**src/rtl/stage_memory_pkg.sv**
```systemverilog
// stage_memory_pkg: shared CPU types and constants for the memory-access stage
package stage_memory_pkg;
  typedef logic [31:0] word_t;
  typedef logic [4:0] regaddr_t;
  localparam word_t NOP_PC = 32'hFFFF_FFFF;
  localparam word_t NOP_IR = 32'h0000_0013;
  typedef enum logic [2:0] {MA_SIZE_B, MA_SIZE_H, MA_SIZE_W, MA_SIZE_BU, MA_SIZE_HU} ma_size_t;
  typedef enum logic [1:0] {MA_NONE, MA_LOAD, MA_STORE} ma_mode_t;
  typedef enum logic {MS_IDLE, MS_WAIT} ms_state_t;
endpackage

```
**src/rtl/stage_memory_store_align.sv**
```systemverilog
// store_align: byte-lane placement, write mask and misalignment detection for one access
module store_align
  import stage_memory_pkg::*;
(
  input  ma_size_t    size_i,
  input  logic [1:0]  align_i,
  input  word_t       data_i,
  output word_t       lane_data_o,
  output logic [3:0]  lane_mask_o,
  output logic        misaligned_o
);
  logic is_b, is_h;
  assign is_b = size_i == MA_SIZE_B || size_i == MA_SIZE_BU;
  assign is_h = size_i == MA_SIZE_H || size_i == MA_SIZE_HU;
  // Bytes are replicated into every lane; halves are replicated and shifted into place.
  always_comb begin
    lane_mask_o = is_b ? 4'b0001 << align_i : is_h ? 4'b0011 << align_i : 4'b1111;
    lane_data_o = is_b ? {4{data_i[7:0]}} : is_h ? {2{data_i[15:0]}} << {align_i, 3'b000} : data_i;
    misaligned_o = is_h ? align_i == 2'd3 : !is_b && align_i != 2'd0;
  end
endmodule

```
**src/rtl/stage_memory.sv**
```systemverilog
// stage_memory: RISC-V memory-access stage driving a ready-handshaked dmem port
module stage_memory
  import stage_memory_pkg::*;
#(
  parameter int TIMEOUT_CYCLES = 16
) (
  input  logic        clk_i,
  input  logic        rst_ni,
  input  word_t       pc_i,
  input  word_t       ir_i,
  input  ma_mode_t    ma_mode_i,
  input  ma_size_t    ma_size_i,
  input  word_t       alu_result_i,
  input  word_t       store_data_i,
  input  regaddr_t    wb_addr_i,
  input  logic        wb_valid_i,
  input  logic        wb_ready_i,
  input  logic        dmem_ready_i,
  output word_t       dmem_addr_o,
  output logic        dmem_req_o,
  output word_t       dmem_write_data_o,
  output logic [3:0]  dmem_write_mask_o,
  output logic        stall_o,
  output logic        misaligned_o,
  output logic        bus_fault_o,
  output logic        empty_async_o,
  output word_t       pc_o,
  output word_t       ir_o,
  output logic        load_o,
  output ma_size_t    ma_size_o,
  output logic [1:0]  ma_alignment_o,
  output regaddr_t    wb_addr_o,
  output word_t       wb_data_o,
  output logic        wb_ready_o,
  output logic        wb_valid_o
);
  localparam int CW = TIMEOUT_CYCLES > 0 ? $clog2(TIMEOUT_CYCLES + 1) : 1;
  ms_state_t state, state_n;
  logic [CW-1:0] cnt, cnt_n;
  logic [3:0] lane_mask;
  logic mis, access, is_load, accept, timeout, pass;

  store_align u_store_align (
    .size_i       (ma_size_i),
    .align_i      (alu_result_i[1:0]),
    .data_i       (store_data_i),
    .lane_data_o  (dmem_write_data_o),
    .lane_mask_o  (lane_mask),
    .misaligned_o (mis)
  );

  // Execute holds its outputs while stalled, so request fields come straight from the inputs in both states.
  assign access = ma_mode_i != MA_NONE;
  assign is_load = ma_mode_i == MA_LOAD;
  assign dmem_addr_o = {alu_result_i[31:2], 2'b00};
  assign dmem_req_o = access && !mis;
  assign dmem_write_mask_o = dmem_req_o && ma_mode_i == MA_STORE ? lane_mask : 4'b0000;
  assign accept = dmem_req_o && dmem_ready_i;
  assign timeout = TIMEOUT_CYCLES != 0 && state == MS_WAIT && !dmem_ready_i && cnt == CW'(TIMEOUT_CYCLES);
  assign stall_o = dmem_req_o && !dmem_ready_i && !timeout;
  assign pass = !access || accept;
  assign empty_async_o = pc_i == NOP_PC;

  // Next state: any not-ready request waits and counts; acceptance or timeout returns to idle.
  always_comb begin
    state_n = state;
    cnt_n = cnt;
    if (accept || timeout) begin
      state_n = MS_IDLE;
      cnt_n = '0;
    end else if (dmem_req_o) begin
      state_n = MS_WAIT;
      cnt_n = cnt + 1'b1;
    end
  end

  // State and wait-cycle counter register.
  always_ff @(posedge clk_i) begin
    if (!rst_ni) begin
      state <= MS_IDLE;
      cnt <= '0;
    end else begin
      state <= state_n;
      cnt <= cnt_n;
    end
  end

  // Writeback register: pass through completed instructions, otherwise insert a bubble.
  always_ff @(posedge clk_i) begin
    if (!rst_ni || !pass) begin
      pc_o <= NOP_PC;
      ir_o <= NOP_IR;
      load_o <= 1'b0;
      ma_size_o <= MA_SIZE_W;
      ma_alignment_o <= 2'b00;
      wb_addr_o <= '0;
      wb_data_o <= '0;
      wb_ready_o <= 1'b0;
      wb_valid_o <= 1'b0;
    end else begin
      pc_o <= pc_i;
      ir_o <= ir_i;
      load_o <= is_load;
      ma_size_o <= ma_size_i;
      ma_alignment_o <= alu_result_i[1:0];
      wb_addr_o <= wb_addr_i;
      wb_data_o <= alu_result_i;
      wb_ready_o <= wb_ready_i && !is_load;
      wb_valid_o <= wb_valid_i;
    end
  end

  // One-cycle fault pulses.
  always_ff @(posedge clk_i) begin
    if (!rst_ni) begin
      misaligned_o <= 1'b0;
      bus_fault_o <= 1'b0;
    end else begin
      misaligned_o <= access && mis;
      bus_fault_o <= timeout;
    end
  end
endmodule

```
**config.mk**
```make
export PLATFORM = sky130hd
export DESIGN_NAME = stage_memory
export DESIGN_NICKNAME = d
export VERILOG_FILES = /design/src/rtl/stage_memory_pkg.sv /design/src/rtl/stage_memory_store_align.sv /design/src/rtl/stage_memory.sv
export SDC_FILE = /design/constraint.sdc
export NUM_CORES = 1
export LEC_CHECK = 0
export BUFFER_PORTS_ARGS = -buffer_cell sky130_fd_sc_hd__buf_2
export CAP_MARGIN = 30
export CORE_AREA = 3 3 125 127
export CTS_CLUSTER_DIAMETER = 120
export DETAILED_ROUTE_END_ITERATION = 6
export DIE_AREA = 0 0 128 130
export RECOVER_POWER = 25
export SETUP_SLACK_MARGIN = 0.2
export SYNTH_ARGS = -nofsm -noshare
export SYNTH_HDL_FRONTEND = slang
export SYNTH_SLANG_ARGS = --single-unit
```
**constraint.sdc**
```tcl
create_clock -name clk_i -period 2.6 [get_ports clk_i]
set_clock_uncertainty 0.05 [all_clocks]
set_input_delay 0.52 -clock clk_i [delete_from_list [all_inputs] [get_ports clk_i]]
set_output_delay 0.52 -clock clk_i [all_outputs]
set_load 0.02 [all_outputs]
```
# Word level (Yosys, flattened, before mapping)
# Cells that the tools add are included.
dict set report word_totals {
  reg_bits 117
  output_inout_bits 182
  input_bits 143
}
dict set report classes {
  mux 6
  n_shift 3
  eq_ne 8
  bitwise 1
  n_reduce_logical 27
  add_sub_neg 1
}
# cell count
set ops {}
lappend ops {{$mux W32} 2}
lappend ops {{$eq A32 B32 Y1 const B} 1}
lappend ops {{$shl A32 B5 Y32} 1}
lappend ops {{$mux W4} 3}
lappend ops {{$logic_and A1 B1 Y1} 10}
lappend ops {{$logic_not A1 Y1} 8}
lappend ops {{$add A5 B1 Y5 const B} 1}
lappend ops {{$eq A5 B5 Y1 const B} 1}
lappend ops {{$logic_or A1 B1 Y1} 5}
lappend ops {{$eq A2 B2 Y1 const B} 2}
lappend ops {{$reduce_bool A2 Y1} 2}
lappend ops {{$shl A1 B2 Y4 const A} 1}
lappend ops {{$shl A2 B2 Y4 const A} 1}
lappend ops {{$eq A3 B1 Y1 const B} 1}
lappend ops {{$eq A3 B2 Y1 const B} 1}
lappend ops {{$eq A3 B3 Y1 const B} 1}
lappend ops {{$logic_not A3 Y1} 1}
lappend ops {{$eq A2 B1 Y1 const B} 1}
lappend ops {{$reduce_or A2 Y1} 1}
lappend ops {{$mux W1} 1}
lappend ops {{$not A1 Y1} 1}

# Depth between registers and ports, before layout
dict set report depth {
  depth_word 11
  mapped_depth 8
  depth_no_buf 7
}

# Modules after synthesis
# From an unflattened synthesis, not the netlist that was laid out.
dict set report unflattened {
  cells_unflattened 479
  hier_area_um2 4688.2
}
# module cells_each area_each_um2 instances
set by_module_without_submodules {}
lappend by_module_without_submodules {stage_memory 325 3679.8 1}
lappend by_module_without_submodules {store_align 154 1008.5 1}

# Worst setup path before layout
# No wires, ideal clock.
dict set report synth_timing {
  kind {in2out}
  from {in alu_result_i[0]}
  to {out dmem_write_mask_o[1]}
  arrival_ns 2.023
  stages 6
  slack_ns 0.007
  required_time_ns 2.030
  cell_sequence {inv_1 ha_1 and3b_1 a211oi_1 nand2_1 a211oi_1}
}
dict set report synth_via {
  elab_chain_len 7
  elab_cells_between_ends 12
  classes_between {eq/ne: 1; shift: 2; mux: 4; reduce/logical: 5}
}
# element line
set synth_rtl {}
lappend synth_rtl {{start: declaration} stage_memory.sv:13} ;# input word_t alu_result_i,
lappend synth_rtl {{$reduce_bool A2 Y1} stage_memory_store_align.sv:19} ;# misaligned_o = is_h ? align_i == 2'd3 : !is_b && align_i != 2'd0;
lappend synth_rtl {{$logic_and A1 B1 Y1} stage_memory_store_align.sv:19}
lappend synth_rtl {{$mux W1} stage_memory_store_align.sv:19}
lappend synth_rtl {{$logic_not A1 Y1} stage_memory.sv:56} ;# assign dmem_req_o = access && !mis;
lappend synth_rtl {{$logic_and A1 B1 Y1} stage_memory.sv:56}
lappend synth_rtl {{$logic_and A1 B1 Y1} stage_memory.sv:57} ;# assign dmem_write_mask_o = dmem_req_o && ma_mode_i == MA_STORE ? lane_mask : 4'b0000;
lappend synth_rtl {{$mux W4 *} stage_memory.sv:57}
lappend synth_rtl {{end: declaration} stage_memory.sv:22} ;# output logic [3:0] dmem_write_mask_o,
# Every way passes the cells marked *; elsewhere a longest branch is shown, timed or not.

# Worst setup path after layout
dict set report layout_timing {
  from {in ma_size_i[0]}
  to {out dmem_write_mask_o[1]}
}
dict set report layout_via {
  elab_chain_len 9
  elab_cells_between_ends 15
  classes_between {eq/ne: 3; mux: 4; reduce/logical: 8}
}
# element line
set layout_rtl {}
lappend layout_rtl {{start: declaration} stage_memory.sv:12} ;# input ma_size_t ma_size_i,
lappend layout_rtl {{$eq A3 B2 Y1 or $logic_not A3 Y1 (tied branches)} stage_memory_store_align.sv:13} ;# assign is_b = size_i == MA_SIZE_B || size_i == MA_SIZE_BU;
lappend layout_rtl {{$logic_or A1 B1 Y1} stage_memory_store_align.sv:13}
lappend layout_rtl {{$logic_not A1 Y1} stage_memory_store_align.sv:19}
lappend layout_rtl {{$logic_and A1 B1 Y1} stage_memory_store_align.sv:19}
lappend layout_rtl {{$mux W1} stage_memory_store_align.sv:19}
lappend layout_rtl {{$logic_not A1 Y1} stage_memory.sv:56}
lappend layout_rtl {{$logic_and A1 B1 Y1} stage_memory.sv:56}
lappend layout_rtl {{$logic_and A1 B1 Y1} stage_memory.sv:57}
lappend layout_rtl {{$mux W4 *} stage_memory.sv:57}
# Marked as above.

==> out/summary.md <==
The run gives 1480 uW as the net switching power figure. Broken down by cell family, the worst path's largest delay share belongs to buffers and inverters. The mean instance size in the synthesized netlist came out at 10.4 sq um. The cell area after placement was 6030 sq um.

Setup repair after global routing could not meet its margin everywhere. Per report_power, the combinational group accounts for 17.8% of the total. Data on the critical path is required at its endpoint by 2.03 ns. The cell type with the highest aggregate area in the netlist was sky130_fd_sc_hd__dfxtp_1. TritonCTS built the clock tree. By area the synthesized netlist is led by sky130_fd_sc_hd__dfxtp_1 52%, sky130_fd_sc_hd__and2_1 9.9%, sky130_fd_sc_hd__buf_4 5.7%. Summed over all cells, the static leakage comes to 0.00326 uW. The run gives 115 as the number of clock sinks seen by CTS. The run gives 0 as the max-capacitance violation count. The cell occurring most often along the worst timing path was sky130_fd_sc_hd__a211oi_2. The tools report the data arrival time of the critical path as 1.84 ns.

The signal on the critical path passes through buf_12, buf_8, buf_6, and3b_1, a211oi_2, nand2_2, a211oi_2, buf_4. In this run the remaining antenna-violating nets after routing total 0. The detailed router finished its first iteration with 164 violations. The final hold violation count is 0, and the switching share of power is 28.0%. The number of flops mapped to enable cells by yosys works out to 0.

The first global-routing pass estimated 21600 um of wire. The peak supply drop was 0.000398 V. The synthesized netlist occupies a cell area of 4450 sq um. The total number of vias came out at 4271. The total overflow left after global routing is 0. The via count of the first global-routing pass was 4068. The biggest cell delay along the critical path works out to 0.26 ns. The die covers 16600 sq um. Detailed-route wire length: 15300 um. After floorplanning, the core was sized to cover 14500 sq um. Synthesis produced 426 cells. Fraction of the yosys area taken by sequential cells: 51.8%.

After detailed routing, the number of remaining DRC violations is 0. The slowest stage of the critical path is the sky130_fd_sc_hd__a211oi_2 cell. After routing the design area is 6870 sq um. The logs give 48 for the number of distinct standard cells referenced by the synthesized netlist and 325 for the top-level port count. The CTS clock-pin slew for the worst setup and hold paths came out at 0.06 ns. Entering global routing, the biggest net connects 65 pins. In this run the horizontal extent of the chip is 128 um. Setup violations remaining at the end of the flow were counted as 0.

After floorplanning, the core was divided into 44 placement rows. Once layout is complete, the utilization of the core stands at 47.3%. The number of buffers and inverters on the critical path is 4. Global routing used 16.9% of the available tracks across all layers.

The share of power burned in registers was 35.6%. The fraction of layout instances using a drive strength above 1 works out to 43.8%. Dividing the detail-routed via count by the number of cells gives 4.55. For the number of clock buffers inserted by TritonCTS, the log shows 17. The min-delay analysis places its worst path in the category input pin to register. The shortest clock period the worst path allows after layout was 2.41 ns.

For the clock network power share, the log shows 46.6%. During synthesis, Yosys emitted a total of 0 warnings. The later pin in the worst-skew pair is clocked with a latency of 0.41 ns. The share of the cycle needed by the critical path after routing works out to 92.7%. For this run, the top clock speed supported by timing is 415 MHz. In this run the worst path has a maximum fanout of 4. Max-slew violation total from the final report: 0.

STA classifies the critical path endpoint as a primary output. For this design the ratio of total power to cell area is 767 nW/um^2. The weighted congestion at the end of routability-driven global placement came out at 0.831. The critical path is of the input pin to primary output type. The count of buffers added on input and output ports is 322.

The synthesized design contains 115 register bits. The kind of start point of the critical path is an input pin. The initial antenna violation count was 1. For the starting utilization of the core area, the log shows 30.6%.

No sink is reached through more buffers than the 2 on the longest clock path. The proportion of synthesized flip-flops having asynchronous set or reset works out to 0%. Primary flip-flop cell chosen by synthesis mapping: sky130_fd_sc_hd__dfxtp_1.

The post-synthesis to final-layout area growth is 54.6%. In this run the number of H-tree levels came out at 4. The total number of nets in the final design is 890.

Share of Yosys cell area claimed by the top area cell type: 51.8%. The floorplan step set the die height to 130 um. The run finished with clean final reports. The HPWL after detailed placement is 11900 um. The root buffer cell chosen for the clock tree is sky130_fd_sc_hd__clkbuf_16. For this run, the detailed router's first-pass iteration total came to 4. Counting the fill cells in the layout gives 1420.

The average wire length per cell after detail routing works out to 16.3 um. The internal power of the cells totals 3800 uW.
cells in the mapped netlist (2+ instances only):
| master | instances |
|---|---|
| sky130_fd_sc_hd__a211oi_1 | 4 |
| sky130_fd_sc_hd__a21o_1 | 9 |
| sky130_fd_sc_hd__a21oi_1 | 6 |
| sky130_fd_sc_hd__a222oi_1 | 8 |
| sky130_fd_sc_hd__a22o_1 | 8 |
| sky130_fd_sc_hd__a22oi_1 | 7 |
| sky130_fd_sc_hd__and2_1 | 70 |
| sky130_fd_sc_hd__and2b_1 | 4 |
| sky130_fd_sc_hd__and3_1 | 2 |
| sky130_fd_sc_hd__buf_4 | 34 |
| sky130_fd_sc_hd__buf_6 | 9 |
| sky130_fd_sc_hd__clkbuf_1 | 8 |
| sky130_fd_sc_hd__dfxtp_1 | 115 |
| sky130_fd_sc_hd__ha_1 | 6 |
| sky130_fd_sc_hd__inv_1 | 15 |
| sky130_fd_sc_hd__mux2i_1 | 7 |
| sky130_fd_sc_hd__nand2_1 | 7 |
| sky130_fd_sc_hd__nand2b_1 | 38 |
| sky130_fd_sc_hd__nand3_1 | 2 |
| sky130_fd_sc_hd__nand4_1 | 8 |
| sky130_fd_sc_hd__nor2_1 | 9 |
| sky130_fd_sc_hd__nor2b_1 | 6 |
| sky130_fd_sc_hd__nor3_1 | 2 |
| sky130_fd_sc_hd__o21ai_0 | 11 |
| sky130_fd_sc_hd__o21ai_1 | 2 |
| sky130_fd_sc_hd__or2_2 | 2 |
| sky130_fd_sc_hd__or3_1 | 4 |
| sky130_fd_sc_hd__or4_1 | 2 |
| sky130_fd_sc_hd__xor2_1 | 2 |
power by group through the flow:
stage / clock, uW / sequential, uW / combinational, uW
final: 2460 / 1880 / 939
after global routing: 2590 / 1880 / 1010
after CTS: 2520 / 1880 / 926
after detailed placement: 0 / 1910 / 872
after global placement: 0 / 1910 / 865
after floorplan: 0 / 2020 / 428
logic make-up after synthesis:
kind of cell    count (synthesis)  synth area share (%)
buf+inv                        68                  10.2
fa+ha+maj                       6                  1.69
compound gates                 62                  11.2
mux                             7                  1.58
simple gates                  164                  22.7
flops                         115                  51.8
xor+xnor                        3                 0.760
other cells                     1                0.0844
cells in the final DEF (no fill, tap or decap), drive strengths merged, types with 6 or more instances in the layout:
master  synthesis  final
dfxtp         115    115
nor2b           6      6
a21o            9      9
clkbuf          8     92
a22o            8      8
nand2           7      7
nand4           8      8
nor2            9      9
buf            45    271
nand2b         38     38
a21oi           7      7
o21ai          13     13
ha              6      6
inv            15     23
a22oi           7      7
mux2i           7      7
and2           70     70
a222oi          8      8
cell type report:
| type | count | area [sq um] | area share (%) |
|---|---|---|---|
| Clock buffer | 18 | 439 | 6.39 |
| Tap cell | 184 | 230 | 3.35 |
| Timing Repair Buffer | 345 | 1800 | 26.2 |
| Clock inverter | 14 | 190 | 2.77 |
| Sequential cell | 115 | 2300 | 33.5 |
| Antenna cell | 1 | 2.50 | 0.0364 |
| Multi-Input combinational cell | 247 | 1850 | 26.9 |
| Inverter | 15 | 61.3 | 0.892 |
layer usage:
layer	global-route usage (%)	vias to the layer above	part of all wire (%)
li1	-	2047	-
met1	17.1	1969	35
met2	32.7	233	54
met3	4.95	22	8.4
met4	6.37	0	2.4
met5	0	-	0
through the flow:
| step | std cells | power, uW | TNS (ns) | hold WS (ns) | worst slack, ns |
|---|---|---|---|---|---|
| after floorplan | 427 | 2450 | 0 | 0.382 | 0.145 |
| after global placement | 894 | 2780 | -0.439 | 0.403 | -0.111 |
| after detailed placement | 895 | 2790 | -0.295 | 0.404 | -0.0578 |
| after CTS | 937 | 5320 | 0 | 0.225 | 0.168 |
| after global routing | 939 | 5480 | 0 | 0.240 | 0.0985 |
| final | 939 | 5270 | 0 | 0.249 | 0.189 |
state kept, by name, summed over array words and instances (netlist names):
register and count:
misaligned_o 1, state 1, pc_o 32, wb_data_o 31
ma_size_o 3, ir_o 32, wb_valid_o 1, ma_alignment_o 1
wb_ready_o 1, load_o 1, cnt 5, wb_addr_o 5
bus_fault_o 1
final timing paths:
kind                       startpoint                   end  slack [ns]  cells after the start
setup / recovery         ma_size_i[0]  dmem_write_mask_o[1]        0.19                      8
setup reg to reg  cnt[0]$_SDFFE_PP0N_   cnt[2]$_SDFFE_PP0N_        0.92                      6
hold / removal                ir_i[4]    ir_o[4]$_SDFF_PP1_        0.25                      2
hold reg to reg    state$_SDFFE_PP0N_    state$_SDFFE_PP0N_        0.42                      2
what timing repair did:
action                                  in CTS  in global routing
hold buffers                                 0                  0
gates resized for setup                     17                 31
gates cloned                                 2                  1
buffers inserted                             8                  0
endpoints found under the setup margin      29                 31
pin swaps                                   12                 14
hold endpoints to repair                     0                  0
(Power assumes the default switching activity.)
